File: src/rtl/fft_ctrl_pkg.sv
// Shared definitions for the FFT stage controller.
//   ctrl_state_e : controller FSM states
//   cap_entry_t  : one slot of the capture delay line {valid, phase, bank}
//   NUM_PHASES   : butterfly phases issued per stage
//   STAGE_W      : stage index width
//   PHASE_W      : phase / mux-select width
package fft_ctrl_pkg;

  localparam int unsigned NUM_PHASES = 4;
  localparam int unsigned STAGE_W    = 3;
  localparam int unsigned PHASE_W    = 2;

  typedef enum logic [1:0] {
    StIdle,
    StRun,
    StDrain,
    StDone
  } ctrl_state_e;

  typedef struct packed {
    logic               vld;
    logic [PHASE_W-1:0] sel;
    logic               bank;
  } cap_entry_t;

endpackage

File: src/rtl/fft_cap_pipe.sv
// Capture delay line: replays each MAC issue as a capture strobe MAC_LAT cycles later.
//   clk_i   : clock, rising edge
//   rst_ni  : asynchronous active-low reset, clears every slot
//   flush_i : synchronous clear of every slot (abort)
//   vld_i   : operands issued this cycle
//   sel_i   : phase of the issue
//   bank_i  : bank the results of this issue go to
//   vld_o   : capture strobe (tail of the line)
//   sel_o   : demux slot for the capture
//   bank_o  : bank receiving the capture
module fft_cap_pipe
  import fft_ctrl_pkg::*;
#(
  parameter int unsigned MAC_LAT = 2
) (
  input  logic               clk_i,
  input  logic               rst_ni,
  input  logic               flush_i,
  input  logic               vld_i,
  input  logic [PHASE_W-1:0] sel_i,
  input  logic               bank_i,
  output logic               vld_o,
  output logic [PHASE_W-1:0] sel_o,
  output logic               bank_o
);

  cap_entry_t pipe_q [MAC_LAT];
  cap_entry_t pipe_d [MAC_LAT];

  always_comb begin
    pipe_d[0].vld  = vld_i;
    pipe_d[0].sel  = sel_i;
    pipe_d[0].bank = bank_i;
    for (int i = 1; i < MAC_LAT; i++) begin
      pipe_d[i] = pipe_q[i-1];
    end
    if (flush_i) begin
      for (int i = 0; i < MAC_LAT; i++) begin
        pipe_d[i] = '0;
      end
    end
  end

  always_ff @(posedge clk_i or negedge rst_ni) begin
    if (!rst_ni) begin
      for (int i = 0; i < MAC_LAT; i++) begin
        pipe_q[i] <= '0;
      end
    end else begin
      for (int i = 0; i < MAC_LAT; i++) begin
        pipe_q[i] <= pipe_d[i];
      end
    end
  end

  assign vld_o  = pipe_q[MAC_LAT-1].vld;
  assign sel_o  = pipe_q[MAC_LAT-1].sel;
  assign bank_o = pipe_q[MAC_LAT-1].bank;

endmodule

File: src/rtl/fft_stage_ctrl.sv
// FFT stage controller: sequences NUM_STAGES butterfly stages over a ping-pong buffer.
// Each stage issues four phases to the MACs, waits MAC_LAT cycles for results to land,
// then swaps banks. Captures are generated by a delay line mirroring the issues.
//   clk, reset         : clock (rising edge), asynchronous active-low reset
//   in_valid/in_ready  : frame handshake into bank 0
//   out_valid/out_ready: transformed-frame handshake, result sits in final_bank
//   abort              : synchronous flush back to idle
//   mac_sel, issue_en  : MAC operand phase select and issue strobe
//   stage_idx, rd_bank : stage being issued and the bank it reads
//   cap_en, cap_sel    : result capture strobe and demux slot
//   wr_bank            : bank receiving captured results
//   final_bank         : bank holding the finished frame
//   busy               : controller is not idle
module fft_stage_ctrl
  import fft_ctrl_pkg::*;
#(
  parameter int unsigned NUM_STAGES = 5,
  parameter int unsigned MAC_LAT    = 2
) (
  input  logic               clk,
  input  logic               reset,
  input  logic               in_valid,
  output logic               in_ready,
  output logic               out_valid,
  input  logic               out_ready,
  input  logic               abort,
  output logic [PHASE_W-1:0] mac_sel,
  output logic               issue_en,
  output logic [STAGE_W-1:0] stage_idx,
  output logic               rd_bank,
  output logic               cap_en,
  output logic [PHASE_W-1:0] cap_sel,
  output logic               wr_bank,
  output logic               final_bank,
  output logic               busy
);

  localparam logic [STAGE_W-1:0] LastStage = STAGE_W'(NUM_STAGES - 1);
  localparam logic [PHASE_W-1:0] LastPhase = PHASE_W'(NUM_PHASES - 1);
  localparam logic [1:0]         DrainLast = 2'(MAC_LAT - 1);

  ctrl_state_e        state_q, state_d;
  logic [PHASE_W-1:0] phase_q, phase_d;
  logic [STAGE_W-1:0] stage_q, stage_d;
  logic               rd_bank_q, rd_bank_d;
  logic [1:0]         drain_q, drain_d;
  logic               cap_bank_in;

  always_comb begin
    state_d   = state_q;
    phase_d   = phase_q;
    stage_d   = stage_q;
    rd_bank_d = rd_bank_q;
    drain_d   = drain_q;
    in_ready  = 1'b0;
    out_valid = 1'b0;
    issue_en  = 1'b0;
    mac_sel   = '0;

    unique case (state_q)
      StIdle: begin
        in_ready = 1'b1;
        if (in_valid) begin
          state_d   = StRun;
          stage_d   = '0;
          phase_d   = '0;
          rd_bank_d = 1'b0;
        end
      end
      StRun: begin
        issue_en = 1'b1;
        mac_sel  = phase_q;
        phase_d  = phase_q + 1'b1;
        if (phase_q == LastPhase) begin
          state_d = StDrain;
          phase_d = '0;
          drain_d = '0;
        end
      end
      StDrain: begin
        drain_d = drain_q + 1'b1;
        if (drain_q == DrainLast) begin
          drain_d = '0;
          if (stage_q == LastStage) begin
            state_d = StDone;
          end else begin
            state_d   = StRun;
            stage_d   = stage_q + 1'b1;
            rd_bank_d = ~rd_bank_q;
            phase_d   = '0;
          end
        end
      end
      StDone: begin
        out_valid = 1'b1;
        if (out_ready) begin
          state_d = StIdle;
        end
      end
      default: state_d = StIdle;
    endcase

    // Abort wins over every handshake; stage index is left alone until the next acceptance.
    if (abort) begin
      state_d   = StIdle;
      phase_d   = '0;
      drain_d   = '0;
      stage_d   = stage_q;
      rd_bank_d = rd_bank_q;
    end
  end

  always_ff @(posedge clk or negedge reset) begin
    if (!reset) begin
      state_q   <= StIdle;
      phase_q   <= '0;
      stage_q   <= '0;
      rd_bank_q <= 1'b0;
      drain_q   <= '0;
    end else begin
      state_q   <= state_d;
      phase_q   <= phase_d;
      stage_q   <= stage_d;
      rd_bank_q <= rd_bank_d;
      drain_q   <= drain_d;
    end
  end

  // Idle slots carry bank 0 so wr_bank reads 0 whenever no capture is in flight.
  assign cap_bank_in = issue_en & ~rd_bank_q;

  fft_cap_pipe #(
    .MAC_LAT(MAC_LAT)
  ) u_cap_pipe (
    .clk_i  (clk),
    .rst_ni (reset),
    .flush_i(abort),
    .vld_i  (issue_en),
    .sel_i  (mac_sel),
    .bank_i (cap_bank_in),
    .vld_o  (cap_en),
    .sel_o  (cap_sel),
    .bank_o (wr_bank)
  );

  assign stage_idx  = stage_q;
  assign rd_bank    = rd_bank_q;
  assign final_bank = 1'(NUM_STAGES % 2);
  assign busy       = (state_q != StIdle);

endmodule

File: config.mk
export PLATFORM = sky130hd
export DESIGN_NAME = fft_stage_ctrl
export DESIGN_NICKNAME = d
export VERILOG_FILES = /design/src/rtl/fft_ctrl_pkg.sv /design/src/rtl/fft_cap_pipe.sv /design/src/rtl/fft_stage_ctrl.sv
export SDC_FILE = /design/constraint.sdc
export NUM_CORES = 1
export LEC_CHECK = 0
export ABC_AREA = 1
export CORE_MARGIN = 2
export CORE_UTILIZATION = 60
export DETAILED_ROUTE_END_ITERATION = 10
export DONT_BUFFER_PORTS = 1
export GPL_TIMING_DRIVEN = 0
export PLACE_DENSITY_LB_ADDON = 0.3
export SLEW_MARGIN = 20
export SYNTH_ARGS = -nofsm -noshare
export SYNTH_HDL_FRONTEND = slang
export SYNTH_HIERARCHICAL = 1
export SYNTH_SLANG_ARGS = --single-unit
File: constraint.sdc
create_clock -name clk -period 1.35 [get_ports clk]
set_clock_uncertainty 0.1 [all_clocks]
set_input_delay 0.135 -clock clk [delete_from_list [all_inputs] [get_ports clk]]
set_output_delay 0.135 -clock clk [all_outputs]
set_load 0.005 [all_outputs]
==> impl_metrics.ini, run 1 <==
[yosys]
seq_area_frac_synth = 0.455
yosysWarnings = 6
synth_area_um2 = 990
synth_nets = 133
synthCells = 125
synthDistinctLibCells = 23
synth.ff_latch_count = 18
avgSynthCellArea_um2 = 7.92

[setup_path]
end_kind = flip-flop
worstSetupPathType = flip-flop to flip-flop
crit_fanout = 6
worstPathArrival_ps = 1510
critPathLaunchType = flip-flop
cp.required_ps = 1490

[floorplanning]
ios = 20
start_util = 0.649
core_mm2 = 0.00152
die_y_um = 44.6
num_rows = 14
die_w_um = 44.6
dieArea_mm2 = 0.00199

[final_layout]
syn_to_final_growth_pct = 20.9
post-route-util = 0.785
num_antenna_cells = 0
drive_gt1_frac = 0.382
nets = 145
stdcell_count = 152

[timing]
finalHoldWorstSlack_ps = 7.32
slew_headroom = 0.459
fin_tns_setup_ps = -19.5
max_freq_ghz = 0.734
worst-slew-pin-transition_ps = 809
setup_violations = 4
fin_ws_ps = -12.6
maxSlewViolCount = 0
finalCritPeriodShare = 1.01
rsz0062_at_grt = true
hold_viol_final = 0
min_period_ps = 1360

[drt]
routed_wl_um = 2020
drcViolationCount = 0
wl_per_cell_um = 13.3
drt_iter0_drc = 17
viasPerCell = 5.41
drt-pass1-iter-count = 4
dr_total_vias = 822
ant_nets = 0

[clock_tree]
cts_sinks = 18
cts_buffer_depth = 2
cts-root-buf = clkbuf_4
cts_tree = built
htreeDepth = 1
clkLatencyLatePin_ps = 300
clk_pin_slew_worst_paths_ps = 100
numCtsBuffers = 3

[flow_run]
cap_violations = 0

[pwr]
ir_worst_vdd_mv = 1.09
finalPower_mw = 1.90
power_density_mw_per_mm2 = 1590
power_leakage_nw = 0.606

[global_route]
grt_pass1_vias = 731
grt_max_degree = 19
grt.overflow.total = 0
grt_util_all_layers = 0.216
grt_pass1_wl_um = 3100
grt_antenna_before_repair = 0

[placement]
numPortBuffers = 0
gp_congestion = 0.807
dp_cells = 141
hpwl_um = 1260

[outcome]
violations = negative setup slack
outcome = finished, violations left

[min_path]
hold_class = input port to flip-flop
==> layer usage <==
metal | wire length, um | part of all wire | vias up | global-route usage
li1 | - | - | 394 | -
met1 | 859 | 0.43 | 393 | 0.268
met2 | 1000 | 0.50 | 30 | 0.339
met3 | 119 | 0.059 | 5 | 0.0571
met4 | 34 | 0.017 | 0 | 0.115
met5 | 0 | 0 | - | 0
==> Yosys cell counts <==
cell type / n / area share
nand2_1: 27 / 0.10
nor2_1: 22 / 0.083
dfrtp_1: 18 / 0.46
inv_1: 16 / 0.061
nand3_1: 6 / 0.030
inv_2: 4 / 0.015
nor2_2: 4 / 0.025
a21oi_1: 3 / 0.015
buf_4: 3 / 0.023
ha_1: 3 / 0.038
nand2_2: 3 / 0.019
nand2_4: 3 / 0.034
clkinv_1: 2 / 0.0076
nand3_2: 2 / 0.020
a21oi_2: 1 / 0.0089
buf_6: 1 / 0.011
conb_1: 1 / 0.0038
inv_4: 1 / 0.0063
nand3b_1: 1 / 0.0076
nor2_4: 1 / 0.011
o21ai_1: 1 / 0.0051
o21bai_1: 1 / 0.0076
xnor2_1: 1 / 0.0089
==> repair_timing <==
| item | 4_1_cts | 5_1_grt |
|---|---|---|
| hold endpoints to repair | 28 | 1 |
| setup buffers | 0 | 3 |
| hold buffers | 3 | 1 |
| resized for setup | 8 | 22 |
| endpoints found under the setup margin | 9 | 13 |
| pin swaps | 4 | 6 |
==> metrics by stage <==
| step | worst slack, ps | instance area (um2) |
|---|---|---|
| 2_1_floorplan | 77.3 | 990 |
| 3_3_place_gp | -18.0 | 1010 |
| 6_report | -12.6 | 1200 |
| 5_1_grt | -72.1 | 1200 |
| 3_5_place_dp | -82.7 | 1010 |
| 4_1_cts | -78.4 | 1100 |
==> layout make-up <==
type	count	area [um2]
Fill cell	96	328
Timing Repair Buffer	7	66.3
Tap cell	16	20.0
Clock buffer	4	36.3
Sequential cell	18	455
Inverter	23	88.8
Buffer	4	33.8
Multi-Input combinational cell	80	495
==> layout by cell type (no fill, tap or decap) <==
cell / Yosys / routed
nand2_1: 27 / 17
clkinv_1: 2 / 1
buf_6: 1 / 2
inv_1: 16 / 14
nor2_4: 1 / 6
dlygate4sd3_1: 0 / 4
ha_4: 0 / 1
inv_4: 1 / 1
conb_1: 1 / 1
a21oi_1: 3 / 2
inv_2: 4 / 7
o21ai_1: 1 / 1
nand3_1: 6 / 6
nand2_4: 3 / 4
dfrtp_1: 18 / 14
xnor2_1: 1 / 1
nand3b_1: 1 / 1
buf_4: 3 / 5
clkbuf_4: 0 / 3
nor2_2: 4 / 2
a21oi_2: 1 / 2
dfrtp_2: 0 / 4
o21bai_1: 1 / 1
ha_1: 3 / 2
nand2_2: 3 / 12
nand3_2: 2 / 2
nor2_1: 22 / 19
clkbuf_8: 0 / 1
==> cells by family after synthesis <==
kind of cell / synth area share
xor+xnor: 0.00885
buf+inv: 0.124
simple gates: 0.334
other cells: 0.00379
compound gates: 0.0367
fa+ha+maj: 0.0379
flops: 0.455
==> where the power goes <==
group          internal, mW  leakage [nW]  switching, mW
sequential            0.654         0.238          0.124
combinational         0.282         0.347          0.505
clock                 0.165        0.0210          0.174
==> registers in the layout, summed over array words and instances, names as in the netlist <==
| signal | count |
|---|---|
| u_cap_pipe/vld_o | 1 |
| u_cap_pipe/bank_o | 1 |
| stage_idx | 3 |
| u_cap_pipe/sel_o | 2 |
| drain_q | 2 |
| rd_bank | 1 |
| u_cap_pipe/pipe_q | 4 |
| phase_q | 2 |
| state_q | 2 |
==> critical path: stages (launching register included) <==
cell,delay [ps]
dfrtp_2,480
inv_2,120
nand2_2,130
nor2_4,180
nor2_1,70
nor2_1,110
nand2_1,60
nand2_1,50
==> worst paths after layout <==
kind / start / to / slack (ps) / cells past startpoint
worst min register to register: u_cap_pipe/pipe_q[7] / u_cap_pipe/vld_o / 370 / 2
worst max register to register: state_q[0] / state_q[1] / -10 / 7
worst max-delay path: state_q[0] / state_q[1] / -10 / 7
max in group asynchronous: reset / state_q[0] / 340 / 1
min in group asynchronous: reset / stage_idx[0] / 260 / 1
worst min-delay path: abort / drain_q[0] / 7 / 3
(Power assumes the default switching activity.)
==> run 2: changes to the inputs <==
==> constraint.sdc (replaced) <==
create_clock -name clk -period 1.35 [get_ports clk]
set_clock_uncertainty 0.1 [all_clocks]
set_input_delay 0.2025 -clock clk [delete_from_list [all_inputs] [get_ports clk]]
set_output_delay 0.2025 -clock clk [all_outputs]
set_load 0.005 [all_outputs]
==> run 2 against run 1 <==
Compared with the run above: the flow still finishes with violations (negative setup slack); non-clock buffer count shrank 2; global-route usage grew 0.94 points; worst setup slack lost 11 ps; sequential share of layout area grew 0.69 points; fmax shrank 0.82%; sequential cell count is the same; cell count shrank 1.3%; clock-buffer cell count is the same; die area is the same; wire length grew 0.94%.
==> impl_metrics.ini, run 2 (synthesized netlist as in run 1, its figures left out) <==
[pwr]
combPwrFrac = 0.416
p_switching_uw = 809
switching_share = 0.425
power.internal_mw = 1.10
ir_worst_vdd_mv = 1.15
power_leakage_nw = 0.604
pwr-share-seq = 0.405
power_density_mw_per_mm2 = 1620
finalPower_mw = 1.91
p_clk_frac = 0.178

[setup_path]
worst_r2r_path_depth = 7
reg2reg_from = state_q[1]
r2r-end = rd_bank
worstPathArrival_ps = 1070
critPathLaunchType = flip-flop
rrSetupSlack_ps = 10
cp.required_ps = 1050
worstSetupPathType = flip-flop to output port
crit_fanout = 6
end_kind = output port

[timing]
maxSlewViolCount = 0
slew_headroom = 0.460
setup_violations = 3
min_period_ps = 1370
worst-slew-pin-transition_ps = 808
max_freq_ghz = 0.728
hold_viol_final = 0
fin_ws_ps = -23.9
rsz0062_at_grt = true
finalCritPeriodShare = 1.02
finalHoldWorstSlack_ps = 43.9

[final_layout]
nets = 143
syn_to_final_growth_pct = 18.7
layout_common_cells = 19 x nor2_1, 18 x nand2_1, 14 x inv_1, 14 x dfrtp_1, 9 x nand2_2
num_antenna_cells = 0
top_register = u_cap_pipe/pipe_q
layout_commonest_cell = nor2_1
drive_gt1_frac = 0.381
nFillCells = 98
largest_reg_flops = 4

[min_path]
hp-start = out_ready
hold_class = input port to flip-flop
hold_end = state_q[0]
holdPathStages = 3

[global_route]
grt_pass1_vias = 725
grt_max_degree = 19
grt_util_all_layers = 0.225
grt_antenna_before_repair = 0
grt_pass1_wl_um = 3210
grt.overflow.total = 0

[floorplanning]
die_y_um = 44.6
dieArea_mm2 = 0.00199
start_util = 0.649
num_rows = 14
ios = 20
core_mm2 = 0.00152
die_w_um = 44.6

[flow_run]
cap_violations = 0

[clock_tree]
cts_sinks = 18
clkLatencyLatePin_ps = 300
cts-root-buf = clkbuf_4
numCtsBuffers = 3
cts_tree = built
clk_pin_slew_worst_paths_ps = 100
cts_buffer_depth = 2
htreeDepth = 1

[drt]
wl_per_cell_um = 13.6
dr_total_vias = 812
viasPerCell = 5.41
routed_wl_um = 2040
drt-pass1-iter-count = 4
drt_iter0_drc = 32
ant_nets = 0
drcViolationCount = 0

[placement]
hpwl_um = 1260
numPortBuffers = 0
gp_congestion = 0.807

[outcome]
outcome = finished, violations left
violations = negative setup slack
-- run 2: cell types whose count changed in the layout (fill, tap and decap cells not counted), sizes merged --
| cell | previous run | this run |
|---|---|---|
| dlygate4sd3 | 4 | 2 |
-- run 2: worst max path at each step --
stage | end | depth (start not counted) | startpoint | slack (ps)
final | issue_en | 2 | state_q[1] | -20
after global routing | mac_sel[0] | 3 | state_q[1] | -60
after CTS | rd_bank | 8 | stage_idx[0] | -80
after detailed placement | rd_bank | 8 | stage_idx[0] | -80
after global placement | stage_idx[1] | 8 | stage_idx[0] | -20
after floorplan | stage_idx[0] | 8 | stage_idx[0] | 80
-- run 2: what timing repair did --
| action | CTS | global route |
|---|---|---|
| pin swaps | 5 | 4 |
| endpoints found under the setup margin | 11 | 15 |
| setup buffers | 2 | 1 |
| hold endpoints to repair | 27 | 0 |
| gates resized for setup | 13 | 16 |
| hold buffers | 2 | 0 |
-- run 2: final cells by class --
class                   instances  area [um2]  share of cell area
flip-flops and latches         18         455               0.388
repair buffers                  5        42.5              0.0362
well taps                      16        20.0              0.0170
plain buffers                   4        33.8              0.0288
multi-input cells              80         498               0.424
inverters                      23        88.8              0.0756
clock buffers                   4        36.3              0.0309
-- run 2: critical path: stages, from the launching register on --
cell	delay [ps]
dfrtp_2	460
buf_4	160
nor2_4	160
-- run 2: metal layers --
| metal | vias up | track usage | wire [um] |
|---|---|---|---|
| li1 | 390 | - | - |
| met5 | - | 0 | 0 |
| met4 | 0 | 0.103 | 40 |
| met2 | 36 | 0.359 | 1010 |
| met3 | 7 | 0.0571 | 140 |
| met1 | 379 | 0.284 | 848 |
-- run 2: metrics by stage --
step	util	setup TNS, ps	instances	instance area [um2]	setup WS, ps
global placement	0.663	-61.4	141	1010	-18.0
finish	0.771	-58.2	150	1170	-23.9
floorplan	-	0	125	990	77.3
detailed placement	0.663	-348	141	1010	-82.7
global route	0.771	-469	150	1170	-57.2
CTS	0.739	-429	149	1130	-78.4
-- run 2: power groups by stage --
stage | clock network (mW) | logic, mW | registers (mW)
floorplan | 0 | 0.494 | 0.741
global placement | 0 | 0.566 | 0.754
detailed placement | 0 | 0.588 | 0.759
CTS | 0.331 | 0.703 | 0.762
global route | 0.357 | 0.878 | 0.788
finish | 0.340 | 0.793 | 0.772
==> run 3: changes to the inputs <==
PLACE_DENSITY = 0.81   (was not set)
PLACE_DENSITY_LB_ADDON = not set   (was 0.3)
==> run 3 against run 2 <==
Compared with the run above: the run still ends with negative setup slack left; highest routed layer unchanged; largest cell class unchanged; utilization is 0.90 points higher; register-to-register slack worse by 60 ps; die area stayed put; design area is 1.2% higher.
==> impl_metrics.ini, run 3 (synthesized netlist as in run 1, its figures left out) <==
[outcome]
outcome = finished, violations left
violations = negative setup slack

[final_layout]
stdcell_count = 151
layout_common_cells = 19 x nor2_1, 16 x nand2_1, 15 x inv_1, 15 x dfrtp_1, 12 x nand2_2
syn_to_final_growth_pct = 20.1
nets = 144
largest_reg_flops = 4
post-route-util = 0.780
num_antenna_cells = 0
top_register = u_cap_pipe/pipe_q
layout_commonest_cell = nor2_1
nFillCells = 106
drive_gt1_frac = 0.393

[setup_path]
worst_r2r_path_depth = 7
r2r-end = rd_bank
cp.required_ps = 1450
end_kind = flip-flop
worstPathArrival_ps = 1500
reg2reg_from = state_q[1]
worstSetupStartpoint = state_q[1]
crit_fanout = 6
critPathLaunchType = flip-flop
setup.worst_path.end = rd_bank
worstSetupPathType = flip-flop to flip-flop
rrSetupSlack_ps = -50

[placement]
dp_cells = 141
gp_congestion = 0.829
numPortBuffers = 0
hpwl_um = 1260

[timing]
max_freq_ghz = 0.715
rsz0062_at_grt = true
hold_viol_final = 0
fin_tns_setup_ps = -221
finalHoldWorstSlack_ps = 46.6
slew_headroom = 0.490
fin_ws_ps = -48.4
maxSlewViolCount = 0
setup_violations = 6
min_period_ps = 1400
worst-slew-pin-transition_ps = 762
finalCritPeriodShare = 1.04

[global_route]
grt_max_degree = 19
grt.overflow.total = 0
grt_pass1_vias = 745
grt_util_all_layers = 0.219
grt_pass1_wl_um = 3040
grt_antenna_before_repair = 0

[drt]
dr_total_vias = 807
drcViolationCount = 0
ant_nets = 0
wl_per_cell_um = 13.1
viasPerCell = 5.34
drt_iter0_drc = 13
routed_wl_um = 1980
drt-pass1-iter-count = 4

[floorplanning]
start_util = 0.649
die_y_um = 44.6
num_rows = 14
core_mm2 = 0.00152
dieArea_mm2 = 0.00199
ios = 20
die_w_um = 44.6

[clock_tree]
cts_sinks = 18
htreeDepth = 1
clk_pin_slew_worst_paths_ps = 100
cts-root-buf = clkbuf_4
numCtsBuffers = 3
cts_buffer_depth = 2
clkLatencyLatePin_ps = 300
cts_tree = built

[pwr]
power_leakage_nw = 0.604
power_density_mw_per_mm2 = 1630
finalPower_mw = 1.94
ir_worst_vdd_mv = 1.03

[flow_run]
cap_violations = 0

[min_path]
hold_class = input port to flip-flop
==> run 3: cell types whose count changed in the layout (fill, tap and decap cells not counted), moves of 2 or more <==
cell	previous run	this run
inv_2	7	4
inv_4	1	3
nand2_1	18	16
nand2_2	9	12
==> run 3: layout make-up <==
cell class	count	area [um2]	share of cell area
plain buffers	4	33.8	0.0284
clock buffers	4	36.3	0.0305
inverters	23	93.8	0.0789
multi-input cells	80	497	0.418
flip-flops and latches	18	454	0.382
well taps	16	20.0	0.0168
repair buffers	6	53.8	0.0453
==> run 3: repair_timing <==
item,in CTS,in global routing
resized for setup,12,20
setup buffers,2,2
hold buffers,2,0
hold endpoints to repair,27,0
pin swaps,4,11
endpoints found under the setup margin,12,15
==> run 3: power by group <==
| group | total (mW) | switching, mW | leakage (nW) | internal, mW |
|---|---|---|---|---|
| sequential | 0.787 | 0.134 | 0.240 | 0.653 |
| clock | 0.335 | 0.171 | 0.0210 | 0.165 |
| combinational | 0.817 | 0.516 | 0.343 | 0.301 |
==> run 3: routing by layer <==
layer	track usage	routed length, um
met1	0.238	853
met2	0.362	953
met3	0.0735	111
met4	0.139	59
met5	0	0
==> run 3: worst min path at each step <==
stage	startpoint	slack [ps]	endpoint	depth (start not counted)
after floorplan	reset	-190	drain_q[0]	0
after global placement	reset	-190	stage_idx[0]	0
after detailed placement	reset	-190	stage_idx[0]	0
after CTS	out_ready	60	state_q[0]	3
after global routing	abort	70	drain_q[0]	3
final	out_ready	50	state_q[0]	3
==> run 3: critical path, cell delays in order, from the launching register on <==
cell	delay [ps]
dfrtp_2	470
buf_4	160
nand2_2	150
nor2_4	70
nor2_4	150
nand2_4	90
nand2_2	70
nand2_2	40
==> run 3: metrics by stage <==
stage | cell area [um2] | setup WS [ps]
floorplan | 990 | 77.3
global placement | 1010 | -18.5
detailed placement | 1010 | -68.6
CTS | 1120 | -61.6
global route | 1190 | -119
finish | 1190 | -48.4
